**config.mk**
```make
export PLATFORM = sky130hd
export DESIGN_NAME = game_round_ctrl
export DESIGN_NICKNAME = d
export VERILOG_FILES = /design/src/rtl/game_round_ctrl.sv
export SDC_FILE = /design/constraint.sdc
export NUM_CORES = 1
export LEC_CHECK = 0
export ABC_CLOCK_PERIOD_IN_PS = 4100
export BUFFER_PORTS_ARGS = -buffer_cell sky130_fd_sc_hd__buf_2
export CAP_MARGIN = 20
export CELL_PAD_IN_SITES_DETAIL_PLACEMENT = 0
export CELL_PAD_IN_SITES_GLOBAL_PLACEMENT = 2
export CORE_ASPECT_RATIO = 1.1
export CORE_MARGIN = 3
export CORE_UTILIZATION = 30
export DETAILED_ROUTE_END_ITERATION = 8
export PLACE_DENSITY = 0.82
export SYNTH_ARGS = -nofsm -noshare
export SYNTH_HDL_FRONTEND = slang
export SYNTH_SLANG_ARGS = --single-unit
```
**constraint.sdc**
```tcl
create_clock -name i_clk -period 4.1 [get_ports i_clk]
set_input_delay 0.615 -clock i_clk [delete_from_list [all_inputs] [get_ports i_clk]]
set_output_delay 0.615 -clock i_clk [all_outputs]
set_load 0.05 [all_outputs]
```
**src/rtl/game_round_ctrl.sv**
```systemverilog
// Round sequencer for the teeter game: start, ball-in-hole capture, fall
// animation, result hold, and level/lives bookkeeping up to game over.
module game_round_ctrl #(
    parameter int FALL_FRAMES = 16,
    parameter int SHOW_FRAMES = 60,
    parameter int NUM_LEVELS  = 4,
    parameter int INIT_LIVES  = 3
) (
    input  logic       i_clk,
    input  logic       i_rst,
    input  logic       i_start,
    input  logic       i_frame_tick,
    input  logic       i_win,
    input  logic       i_fail,
    input  logic [9:0] i_pos_fall_x,
    input  logic [9:0] i_pos_fall_y,
    output logic       o_playing,
    output logic [2:0] o_state,
    output logic [3:0] o_level,
    output logic [2:0] o_lives,
    output logic [9:0] o_fall_x,
    output logic [9:0] o_fall_y,
    output logic [7:0] o_fall_frame,
    output logic       o_result_win,
    output logic       o_level_load,
    output logic       o_cleared
);

    typedef enum logic [2:0] {
        S_IDLE    = 3'd0,
        S_PLAYING = 3'd1,
        S_FALLING = 3'd2,
        S_RESULT  = 3'd3,
        S_OVER    = 3'd4
    } state_e;

    localparam logic [7:0] FALL_LAST  = 8'(FALL_FRAMES - 1);
    localparam logic [7:0] SHOW_LAST  = 8'(SHOW_FRAMES - 1);
    localparam logic [3:0] LAST_LEVEL = 4'(NUM_LEVELS - 1);
    localparam logic [2:0] START_LIVES = 3'(INIT_LIVES);

    state_e     state_q, state_d;
    logic [7:0] cnt_q, cnt_d;
    logic [3:0] level_q, level_d;
    logic [2:0] lives_q, lives_d;
    logic [9:0] fall_x_q, fall_x_d;
    logic [9:0] fall_y_q, fall_y_d;
    logic       result_win_q, result_win_d;
    logic       game_end_q, game_end_d;
    logic       load_q, load_d;
    logic       playing_q, playing_d;
    logic       cleared_q, cleared_d;

    always_comb begin
        // NOTE: every _d gets its hold value first so no path through the case leaves one unassigned (no latch).
        state_d      = state_q;
        cnt_d        = cnt_q;
        level_d      = level_q;
        lives_d      = lives_q;
        fall_x_d     = fall_x_q;
        fall_y_d     = fall_y_q;
        result_win_d = result_win_q;
        game_end_d   = game_end_q;
        cleared_d    = cleared_q;

        unique case (state_q)
            S_IDLE, S_OVER: begin
                if (i_start) begin
                    state_d   = S_PLAYING;
                    level_d   = '0;
                    lives_d   = START_LIVES;
                    cleared_d = 1'b0;
                end
            end

            S_PLAYING: begin
                if (i_win || i_fail) begin
                    fall_x_d     = i_pos_fall_x;
                    fall_y_d     = i_pos_fall_y;
                    result_win_d = i_win;
                    cnt_d        = '0;
                    state_d      = S_FALLING;
                end
            end

            S_FALLING: begin
                if (i_frame_tick) begin
                    if (cnt_q == FALL_LAST) begin
                        cnt_d   = '0;
                        state_d = S_RESULT;
                        // The end-of-game decision needs the pre-update level/lives,
                        // which saturation would otherwise hide, so capture it here.
                        if (result_win_q) begin
                            game_end_d = (level_q == LAST_LEVEL);
                            if (level_q != LAST_LEVEL) level_d = level_q + 4'd1;
                        end else begin
                            game_end_d = (lives_q <= 3'd1);
                            if (lives_q != 3'd0) lives_d = lives_q - 3'd1;
                        end
                    end else begin
                        cnt_d = cnt_q + 8'd1;
                    end
                end
            end

            S_RESULT: begin
                if (i_frame_tick) begin
                    if (cnt_q == SHOW_LAST) begin
                        cnt_d = '0;
                        if (game_end_q) begin
                            state_d   = S_OVER;
                            cleared_d = result_win_q;
                        end else begin
                            state_d = S_PLAYING;
                        end
                    end else begin
                        cnt_d = cnt_q + 8'd1;
                    end
                end
            end

            default: state_d = S_IDLE;
        endcase

        playing_d = (state_d == S_PLAYING);
        load_d    = (state_d == S_PLAYING) && (state_q != S_PLAYING);
    end

    always_ff @(posedge i_clk) begin
        // NOTE: non-blocking assignments only in clocked logic, so every flop samples pre-edge values.
        if (!i_rst) begin
            state_q      <= S_IDLE;
            cnt_q        <= '0;
            level_q      <= '0;
            lives_q      <= START_LIVES;
            fall_x_q     <= '0;
            fall_y_q     <= '0;
            result_win_q <= 1'b0;
            game_end_q   <= 1'b0;
            load_q       <= 1'b0;
            playing_q    <= 1'b0;
            cleared_q    <= 1'b0;
        end else begin
            state_q      <= state_d;
            cnt_q        <= cnt_d;
            level_q      <= level_d;
            lives_q      <= lives_d;
            fall_x_q     <= fall_x_d;
            fall_y_q     <= fall_y_d;
            result_win_q <= result_win_d;
            game_end_q   <= game_end_d;
            load_q       <= load_d;
            playing_q    <= playing_d;
            cleared_q    <= cleared_d;
        end
    end

    assign o_playing    = playing_q;
    assign o_state      = state_q;
    assign o_level      = level_q;
    assign o_lives      = lives_q;
    assign o_fall_x     = fall_x_q;
    assign o_fall_y     = fall_y_q;
    assign o_fall_frame = cnt_q;
    assign o_result_win = result_win_q;
    assign o_level_load = load_q;
    assign o_cleared    = cleared_q;

endmodule

```
==> results by group <==
STA
  • Worst-Margin Slew: 0.8931 ns
  • Min Tclk post-route: approximately 2.1 ns
  • RSZ-0062 raised after global routing: false
  • Setup TNS: 0 ns
  • Max-slew violations: 0
  • Final setup vio count: 0
  • Final Hold Vio Count: 0
  • Max Freq: 469.5 MHz
  • Final period util: 51.95%
  • Slew margin rel.: between 40 and 50%
  • Clock skew: around 0.0043 ns

Placement
  • PortBufs: between 60 and 70
  • Dpl cell area: around 2400 µm²
  • Final GP Congestion: ~0.78
  • Hpwl dp: a little under 4000 µm
  • Placed insts: between 300 and 400

Floorplan
  • Die area: 7900 µm²
  • Die X: 85.02 µm
  • IO Pins: between 60 and 70
  • Core area: roughly 6600 µm²
  • Starting density of the core: between 30% and 40%
  • Number of core rows: 31
  • Die height: between 90 and 100 µm

Yosys
  • Synth area leaders: dfxtp_1, nand2_1, a21oi_1
  • Post-synth top area share: 41.77%
  • Mean Syn Cell Area: between 8 and 9 µm²
  • Synthesized flop and latch total: 43
  • Syn Nets: 282
  • Mapped cell area: slightly above 2000 µm²
  • Number of synthesized flops with an enable pin: 0
  • Yosys warnings: 0
  • Post-synthesis cell count: around 250
  • Ys flop type: dfxtp_1
  • Cell variety after synth: 47
  • Leading area contributor after synthesis: dfxtp_1
  • Seq/Total Area, Yosys: a little over two fifths
  • Asr flop ratio synth: 0%

Clock tree
  • CTS Root Cell: clkbuf_8
  • CTS Sinks: 43
  • Htree depth: 2
  • Post-CTS Resized: 0
  • Reg clk slew, reported paths: about 0.08 ns
  • CTS max path bufs: 2
  • Clock latency on the worst-skew pair: between 0.2 and 0.3 ns
  • CTS tree: done
  • CTS buffer count: 5
  • Number of setup buffers added after CTS: 0
  • Hold_buf cts: 0

Final layout
  • Highest-count cells in the layout ignoring fill and taps: buf_2, nand2_1, dfxtp_1, a21oi_1, nand3_1
  • Inserted Diodes: 0
  • Fraction of layout cells with a size suffix above 1: roughly a quarter
  • Final cell count without fillers: slightly below 400
  • Commonest non-fill, non-tap cell in the layout: buf_2
  • Fin area: roughly 2600 µm²
  • Syn-to-layout area delta: 24.77%
  • Filler cells: 719
  • Nets: 343

Routing
  • WL met3: 241 µm
  • Vias: between 2k and 2.5k
  • Met2 routed WL: roughly 2600 µm
  • Initial DRC count: between 60 and 70
  • WL met1: ~2600 µm
  • # DRC: 0
  • DR top layer: met4
  • DR vias/cell: around 5.1
  • Antenna Nets Post-Route: 0
  • Mean routed wirelength per cell: ~14 µm
  • Routed Wire Length: between 5000 and 6000 µm
  • DR pass1 iterations: 4

Pwr
  • Lkg Pwr: 1.106 nW
  • Power Density: between 300 and 400 nW/µm²
  • VDD IR max: around 140 µV
  • Total design power: around 0.00099 W

Setup path
  • RR Endpoint: o_level_load$_SDFF_PN0_
  • Data required, critical path: between 4 and 5 ns
  • Setup Crit Path Kind: register to register
  • Worst EP arrival: around 2.3 ns
  • Worst Reg-to-Reg Cells: 4
  • Max Fanout on Critical Path: 21
  • Worst reg2reg setup slack: between 1.5 and 2 ns
  • Crit start category: register
  • Setup crit end kind: register
  • Reg2Reg Launch Point: o_state[0]$_SDFF_PN0_

Hold path
  • Hold wc startpoint: o_fall_x[1]$_SDFFE_PN0P_
  • Hold depth: 2
  • HP Class: register to register
  • Hold EP: o_fall_x[1]$_SDFFE_PN0P_

GRT
  • First-pass GRT wire length: 8942 µm
  • Vias in the first global route: 1926
  • Initial antenna violation count: 0
  • Tot GR Track Use: roughly 14%
  • Largest net degree at the start of global routing: 33
  • Total grt overflow: 0

Run
  • Max cap viols: 0

Status
  • Run status: completed
layout make-up:
class	count	area, µm²	area share, %
inverters	6	22.52	0.8759
clock buffers	6	72.57	2.822
well taps	82	102.6	3.990
multi-input cells	187	1102	42.87
flip-flops and latches	43	860.8	33.48
repair buffers	69	350.3	13.63
clock inverters	2	60.06	2.336
Yosys cell counts, types with 3 or more instances:
cell type	n
ha_1	5
o31ai_1	3
nand3b_1	3
nand3_1	11
clkbuf_1	7
nor3_1	3
nand2_1	50
nand4_1	4
nor2_1	8
o21ai_0	11
a21oi_1	32
nand2b_1	3
o21a_1	4
a31oi_1	6
and3_1	4
buf_2	6
and4b_1	4
dfxtp_1	43
inv_1	6
power breakdown:
group / total, W / leakage (nW) / switching (W) / internal (W)
sequential: 0.000448 / 0.349 / 0.0000144 / 0.000433
combinational: 0.000154 / 0.692 / 0.000111 / 0.0000431
clock: 0.000392 / 0.0654 / 0.000148 / 0.000244
logic make-up (layout without fill, tap and decap cells):
family	after synthesis	count (layout)	synth area share (%)
simple gates	113	113	30.36
compound gates	68	68	19.61
mux	1	1	0.4858
buf+inv	21	83	4.736
fa+ha+maj	5	5	3.036
flops	43	43	41.77
sequential cells by signal (all words and copies together) (netlist names):
register,flops
o_playing,1
o_result_win,1
o_level_load,1
o_cleared,1
o_fall_x,10
o_state,3
game_end_q,1
o_fall_y,10
o_lives,3
o_level,4
o_fall_frame,8
through the flow:
stage	setup WS (ns)	util, %	hold slack (ns)
CTS	1.942	38.77	0.4557
finish	1.970	38.77	0.4541
global placement	2.018	36.77	0.4389
global route	1.777	38.77	0.4737
floorplan	2.017	-	0.4638
detailed placement	1.951	36.77	0.4438
layer usage:
layer	up-vias	track usage (%)
met4	0	4.354
met5	-	0
li1	1019	-
met2	49	23.64
met3	5	2.758
met1	930	16.97
critical path, cell delays in order (launching register included):
cell and delay (ns):
dfxtp_1 0.61, nor3b_2 0.36, o21a_1 0.68, a21oi_1 0.15, and4b_1 0.23
worst max-delay path by stage:
stage                     depth (start not counted)  slack, ns                 endpoint                          from
final                                             4       1.97  o_level_load$_SDFF_PN0_         o_state[0]$_SDFF_PN0_
after global routing                              4       1.78  o_level_load$_SDFF_PN0_         o_state[0]$_SDFF_PN0_
after CTS                                         4       1.94  o_level_load$_SDFF_PN0_         o_state[0]$_SDFF_PN0_
after detailed placement                          4       1.95  o_level_load$_SDFF_PN0_         o_state[0]$_SDFF_PN0_
after global placement                            4       2.02  o_level_load$_SDFF_PN0_         o_state[0]$_SDFF_PN0_
after floorplan                                   5       2.02  o_level[3]$_SDFFE_PN0P_  o_fall_frame[0]$_SDFFE_PN0P_
Power figures use the tool's default switching activity.
